File: src/rtl/mmcm_lock_supervisor.sv
// Supervisor for the PPU clock MMCM: pulses the MMCM reset, waits for a stable
// lock, releases the PPU reset request and recovers from timeout or lock loss.
module mmcm_lock_supervisor #(
  parameter int unsigned RST_PULSE_CYCLES = 8,
  parameter int unsigned LOCK_TIMEOUT     = 65536,
  parameter int unsigned SETTLE_CYCLES    = 1024,
  parameter int unsigned SYNC_STAGES      = 2,
  parameter int unsigned CNT_W            = 8
) (
  input  logic             clk_hdmi,
  input  logic             reset,
  input  logic             locked,
  output logic             mmcm_reset,
  output logic             rst_ppu,
  output logic             ready,
  output logic             lock_lost,
  output logic [CNT_W-1:0] loss_count,
  output logic [CNT_W-1:0] timeout_count
);

  localparam int unsigned MAX_RT = (RST_PULSE_CYCLES > LOCK_TIMEOUT) ? RST_PULSE_CYCLES : LOCK_TIMEOUT;
  localparam int unsigned MAX_N  = (MAX_RT > SETTLE_CYCLES) ? MAX_RT : SETTLE_CYCLES;
  // One spare bit keeps the all-ones reset preload above every terminal count.
  localparam int unsigned CW     = $clog2(MAX_N) + 1;

  localparam logic [CW-1:0] RST_LAST    = CW'(RST_PULSE_CYCLES - 1);
  localparam logic [CW-1:0] TIMEOUT_LAST = CW'(LOCK_TIMEOUT - 1);
  localparam logic [CW-1:0] SETTLE_LAST = CW'(SETTLE_CYCLES - 1);

  typedef enum logic [1:0] {
    RESET_MMCM,
    WAIT_LOCK,
    SETTLE,
    RUN
  } state_t;

  state_t                 state, state_nx;
  logic [CW-1:0]          cnt, cnt_nx;
  logic                   timeout_hit, loss_hit;
  logic [SYNC_STAGES-1:0] sync_q;
  logic                   lk;

  always_ff @(posedge clk_hdmi) begin
    if (reset) begin
      sync_q <= '0;
    end else begin
      sync_q <= {sync_q[SYNC_STAGES-2:0], locked};
    end
  end

  assign lk = sync_q[SYNC_STAGES-1];

  always_comb begin
    state_nx    = state;
    cnt_nx      = cnt + 1'b1;
    timeout_hit = 1'b0;
    loss_hit    = 1'b0;
    case (state)
      RESET_MMCM: begin
        if (cnt == RST_LAST) begin
          state_nx = WAIT_LOCK;
          cnt_nx   = '0;
        end
      end
      WAIT_LOCK: begin
        if (lk) begin
          state_nx = SETTLE;
          cnt_nx   = '0;
        end else if (cnt == TIMEOUT_LAST) begin
          state_nx    = RESET_MMCM;
          cnt_nx      = '0;
          timeout_hit = 1'b1;
        end
      end
      SETTLE: begin
        if (!lk) begin
          state_nx = WAIT_LOCK;
          cnt_nx   = '0;
        end else if (cnt == SETTLE_LAST) begin
          state_nx = RUN;
          cnt_nx   = '0;
        end
      end
      RUN: begin
        cnt_nx = '0;
        if (!lk) begin
          state_nx = RESET_MMCM;
          loss_hit = 1'b1;
        end
      end
      default: begin
        state_nx = RESET_MMCM;
        cnt_nx   = '0;
      end
    endcase
  end

  always_ff @(posedge clk_hdmi) begin
    if (reset) begin
      state         <= RESET_MMCM;
      // Preload so the first edge after reset wraps cnt to 0 and counts as
      // the entry edge: the pulse then spans cycles 0..RST_PULSE_CYCLES-1.
      cnt           <= '1;
      mmcm_reset    <= 1'b1;
      rst_ppu       <= 1'b1;
      ready         <= 1'b0;
      lock_lost     <= 1'b0;
      loss_count    <= '0;
      timeout_count <= '0;
    end else begin
      state      <= state_nx;
      cnt        <= cnt_nx;
      mmcm_reset <= (state_nx == RESET_MMCM);
      rst_ppu    <= (state_nx != RUN);
      ready      <= (state_nx == RUN);
      lock_lost  <= loss_hit;
      if (loss_hit && (loss_count != '1)) begin
        loss_count <= loss_count + 1'b1;
      end
      if (timeout_hit && (timeout_count != '1)) begin
        timeout_count <= timeout_count + 1'b1;
      end
    end
  end

endmodule

File: config.mk
export PLATFORM = sky130hd
export DESIGN_NAME = mmcm_lock_supervisor
export DESIGN_NICKNAME = d
export VERILOG_FILES = /design/src/rtl/mmcm_lock_supervisor.sv
export SDC_FILE = /design/constraint.sdc
export NUM_CORES = 1
export LEC_CHECK = 0
export BUFFER_PORTS_ARGS = -buffer_cell sky130_fd_sc_hd__buf_2
export CORE_ASPECT_RATIO = 1.25
export CORE_MARGIN = 3
export CORE_UTILIZATION = 41
export DETAILED_ROUTE_END_ITERATION = 16
export SYNTH_ARGS = -nofsm -noshare
export SYNTH_HDL_FRONTEND = slang
export SYNTH_SLANG_ARGS = --single-unit
File: constraint.sdc
create_clock -name clk_hdmi -period 4.2 [get_ports clk_hdmi]
set_input_delay 0.21 -clock clk_hdmi [delete_from_list [all_inputs] [get_ports clk_hdmi]]
set_output_delay 0.21 -clock clk_hdmi [all_outputs]
set_load 0.01 [all_outputs]
==> results.tsv <==
stage	metric	value	unit
timing	worstMarginPinSlew	0.6585	ns
clocking	cts_inserted_buffers	5	
pwr	p_seq_frac	0.513	
grt	use_met2	0.2393	
synth	syn_area_per_cell	9.248	um^2
grt	use_met1	0.1581	
clocking	cts_tree	built	
drt	ant_nets	0	
clocking	clk-insertion-delay-late	0.29	ns
timing	slew_viol_final	0	
drt	drc	0	
pwr	leakagePower	0.9016	nW
synth	yosysUniqueCellTypes	35	
pwr	p_per_area	474.7	mW/mm^2
pwr	vdd_drop_max	0.1807	mV
timing	hold_viol_final	0	
pwr	p_total	0.9967	mW
grt	grt-ovfl-total	0	
floorplanning	die-area	0.005407	mm^2
drt	wirelength	3398	um
synth	synth.area.top_cells	dfxtp_1 44%, xnor2_1 8.4%, o21bai_1 6.4%, xor2_1 4.7%, nor2_1 4.6%	
synth	synth-seq-cells	41	
setup_path	slowest_stage	a311oi_1	
final_layout	nNetsFinal	232	
placement	port_buffers	22	
timing	setup-violations-final	0	
synth	syn_inst	202	
final_layout	layout-drive-gt1-share	0.1467	
hold_path	holdPathStages	2	
timing	post-route-min-period	2.451	ns
grt	grt.busiest_layer	met2	
synth	synth_area_leader_cell	dfxtp_1	
clocking	clock_sinks	41	
final_layout	diodes	0	
setup_path	crit_chain	nand3_1 -> nor3_1 -> nand3_1 -> inv_1 -> ha_1 -> nand4bb_1 -> a311oi_1 -> nand3_1 -> xor2_1 -> nor2_1	
synth	synthesis.area	0.001868	mm^2
placement	place_hpwl	2388	um
setup_path	rr_worst_depth	10	
grt	grt_pass1_vias	1360	
setup_path	timing.rr.start	cnt[10]$_SDFF_PP1_	
clocking	cts-root-buf	clkbuf_8	
final_layout	seqCellArea	820.8	um^2
setup_path	required	4.36	ns
final_layout	syn_to_final_growth	12.39	%
grt	grtUsageMet3	0.04241	
setup_path	r2r-end	timeout_count[5]$_SDFFE_PP0P_	
setup_path	r2r_slack	1.75	ns
grt	grt_usage	0.1419	
drt	vias	1428	
hold_path	holdPathEnd	sync_q[0]$_SDFF_PP0_	
grt	grt_pass1_wl	5878	um
hold_path	hold_class	in -> reg	
clocking	post_cts_resized	0	
placement	place.gp.congestion	0.8494	
hold_path	hold_start	locked	
grt	grt_max_degree	40	
pwr	clock_power_share	0.252	
setup_path	cpMostUsedCell	nand3_1	
pwr	pwr-share-comb	0.235	
setup_path	cp-start-kind	flip-flop	
timing	finalSetupTns	0	ns
final_layout	multiInputGateArea	978.4	um^2
timing	timing.final.crit_share	0.5835	
floorplanning	die_w	66.38	um
pwr	p_switching	0.3266	mW
drt	via_per_inst	5.082	
timing	rsz0062_at_grt	no	
setup_path	cp-end-kind	flip-flop	
setup_path	arrival	2.61	ns
grt	antenna_found_initial	0	
drt	drt_first_pass_iters	4	
setup_path	crit_buf_inv	1	
setup_path	crit_fanout	5	
floorplanning	coreArea	0.004229	mm^2
synth	yosys_warnings	0	
setup_path	path_class	reg -> reg	
timing	maxSlewHeadroom	0.5580	
pwr	power.internal	0.6701	mW
floorplanning	die_h	81.47	um
synth	synth_fp_nets	210	
setup_path	slowest_delay	0.50	ns
clocking	clockBufferDepth	2	
setup_path	critPathTopFamily	simple AND/OR/NAND/NOR gates	
drt	drt_iter0_drc	38	
drt	detail_route.wl_per_cell	12.09	um
synth	seq_area_frac_synth	0.4394	
final_layout	fillerInstances	425	
clocking	cts_setup_buffers	0	
floorplanning	ios	23	
floorplanning	num_rows	26	
clocking	htree_levels	2	
clocking	path_clk_slew	0.08	ns
run	maxCapViolCount	0	
pwr	swShare	0.3277	
timing	timing.fmax	0.4081	GHz
timing	clock_skew	0.008301	ns
status	outcome	complete, no violations	
clocking	hold_buffers	0	
floorplanning	start_util	0.4417	
synth	synth_top_area_frac	0.4394	
per-layer routing:
layer  part of all wire  routed length, um
met4              0.025                 85
met1               0.45               1532
met2               0.48               1633
met5                  0                  0
met3              0.043                147
synthesized netlist by cell type:
master,number
o21ai_0,1
mux2i_1,2
and2_1,1
a41oi_1,1
nor3b_1,2
nor3_1,9
buf_6,1
nor2b_1,3
dfxtp_1,41
a211oi_1,2
nor2_1,23
nand3_1,11
nand4_1,4
o21bai_1,16
clkbuf_1,5
or4_1,1
and4_1,3
and3_1,3
a21oi_1,2
xor2_1,10
o211ai_1,1
nor4_4,1
ha_1,5
a311oi_1,3
and3b_1,1
a211oi_4,1
or4_4,1
o21ai_1,2
or3_1,2
nand2_1,14
inv_1,9
buf_2,1
nor4_1,1
xnor2_1,18
nand4bb_1,1
cell type report:
cell class                 count  share of cell area
tap                           56             0.03337
timing repair buffer          22             0.05244
multi-input combinational    145              0.4660
inverter                       9             0.01609
clock buffer                   5             0.03278
clock inverter                 3            0.008343
sequential                    41              0.3909
registers in the layout, indices dropped and copies added, names as in the netlist:
name / cells
cnt: 17
lock_lost: 1
loss_count: 8
mmcm_reset: 1
ready: 1
rst_ppu: 1
state: 2
sync_q: 2
timeout_count: 8
through the flow:
| stage | cells | util | worst slack [ns] | instance area, um^2 | hold slack (ns) |
|---|---|---|---|---|---|
| after floorplan | 202 | - | 2.063 | 1868 | 0.3382 |
| after global placement | 273 | 0.4760 | 1.894 | 2013 | 0.4250 |
| after detailed placement | 273 | 0.4760 | 1.781 | 2013 | 0.4276 |
| after CTS | 281 | 0.4965 | 1.761 | 2100 | 0.1117 |
| after global routing | 281 | 0.4965 | 1.441 | 2100 | 0.1224 |
| final | 281 | 0.4965 | 1.749 | 2100 | 0.1197 |
power groups by stage:
stage	Clock [mW]	Sequential (mW)	Combinational, mW
after detailed placement	0	0.519	0.233
after floorplan	0	0.503	0.204
after CTS	0.260	0.511	0.234
after global routing	0.277	0.522	0.264
final	0.251	0.512	0.234
after global placement	0	0.521	0.231
cells by family (layout without fill, tap and decap cells):
| group | Yosys count | after routing | synth area share |
|---|---|---|---|
| AND/OR/NAND/NOR | 81 | 81 | 0.2291 |
| multiplexers | 2 | 2 | 0.01072 |
| adder cells (fa/ha/maj) | 5 | 5 | 0.03349 |
| AO/OA/AOI/OAI | 29 | 29 | 0.1192 |
| XOR/XNOR | 28 | 28 | 0.1313 |
| buffers and inverters | 16 | 39 | 0.03684 |
| flip-flops | 41 | 41 | 0.4394 |
how the worst max path moves through the flow:
stage	start	to	slack [ns]	depth (start not counted)
final	cnt[10]$_SDFF_PP1_	timeout_count[5]$_SDFFE_PP0P_	1.75	10
after global routing	cnt[10]$_SDFF_PP1_	timeout_count[7]$_SDFFE_PP0P_	1.44	10
after CTS	cnt[0]$_SDFF_PP1_	timeout_count[5]$_SDFFE_PP0P_	1.76	11
after detailed placement	cnt[0]$_SDFF_PP1_	timeout_count[5]$_SDFFE_PP0P_	1.78	11
after global placement	cnt[0]$_SDFF_PP1_	timeout_count[5]$_SDFFE_PP0P_	1.89	11
after floorplan	cnt[0]$_SDFF_PP1_	timeout_count[5]$_SDFFE_PP0P_	2.06	11
cell usage in the layout, fill, tap and decap left out, types with 2 or more instances in the layout:
master    count
xor2_1       10
o21ai_1       2
mux2i_1       2
xnor2_1      18
a21oi_1       2
dfxtp_1      41
nand4_1       4
or3_1         2
nor3b_1       2
clkbuf_8      5
o21bai_1     16
nor2b_1       3
nor3_1        9
inv_1         9
and3_1        3
ha_1          5
a311oi_1      3
nor2_1       23
nand2_1      14
a211oi_1      2
and4_1        3
buf_2        22
clkinv_2      2
nand3_1      11
Power figures use the tool's default switching activity.
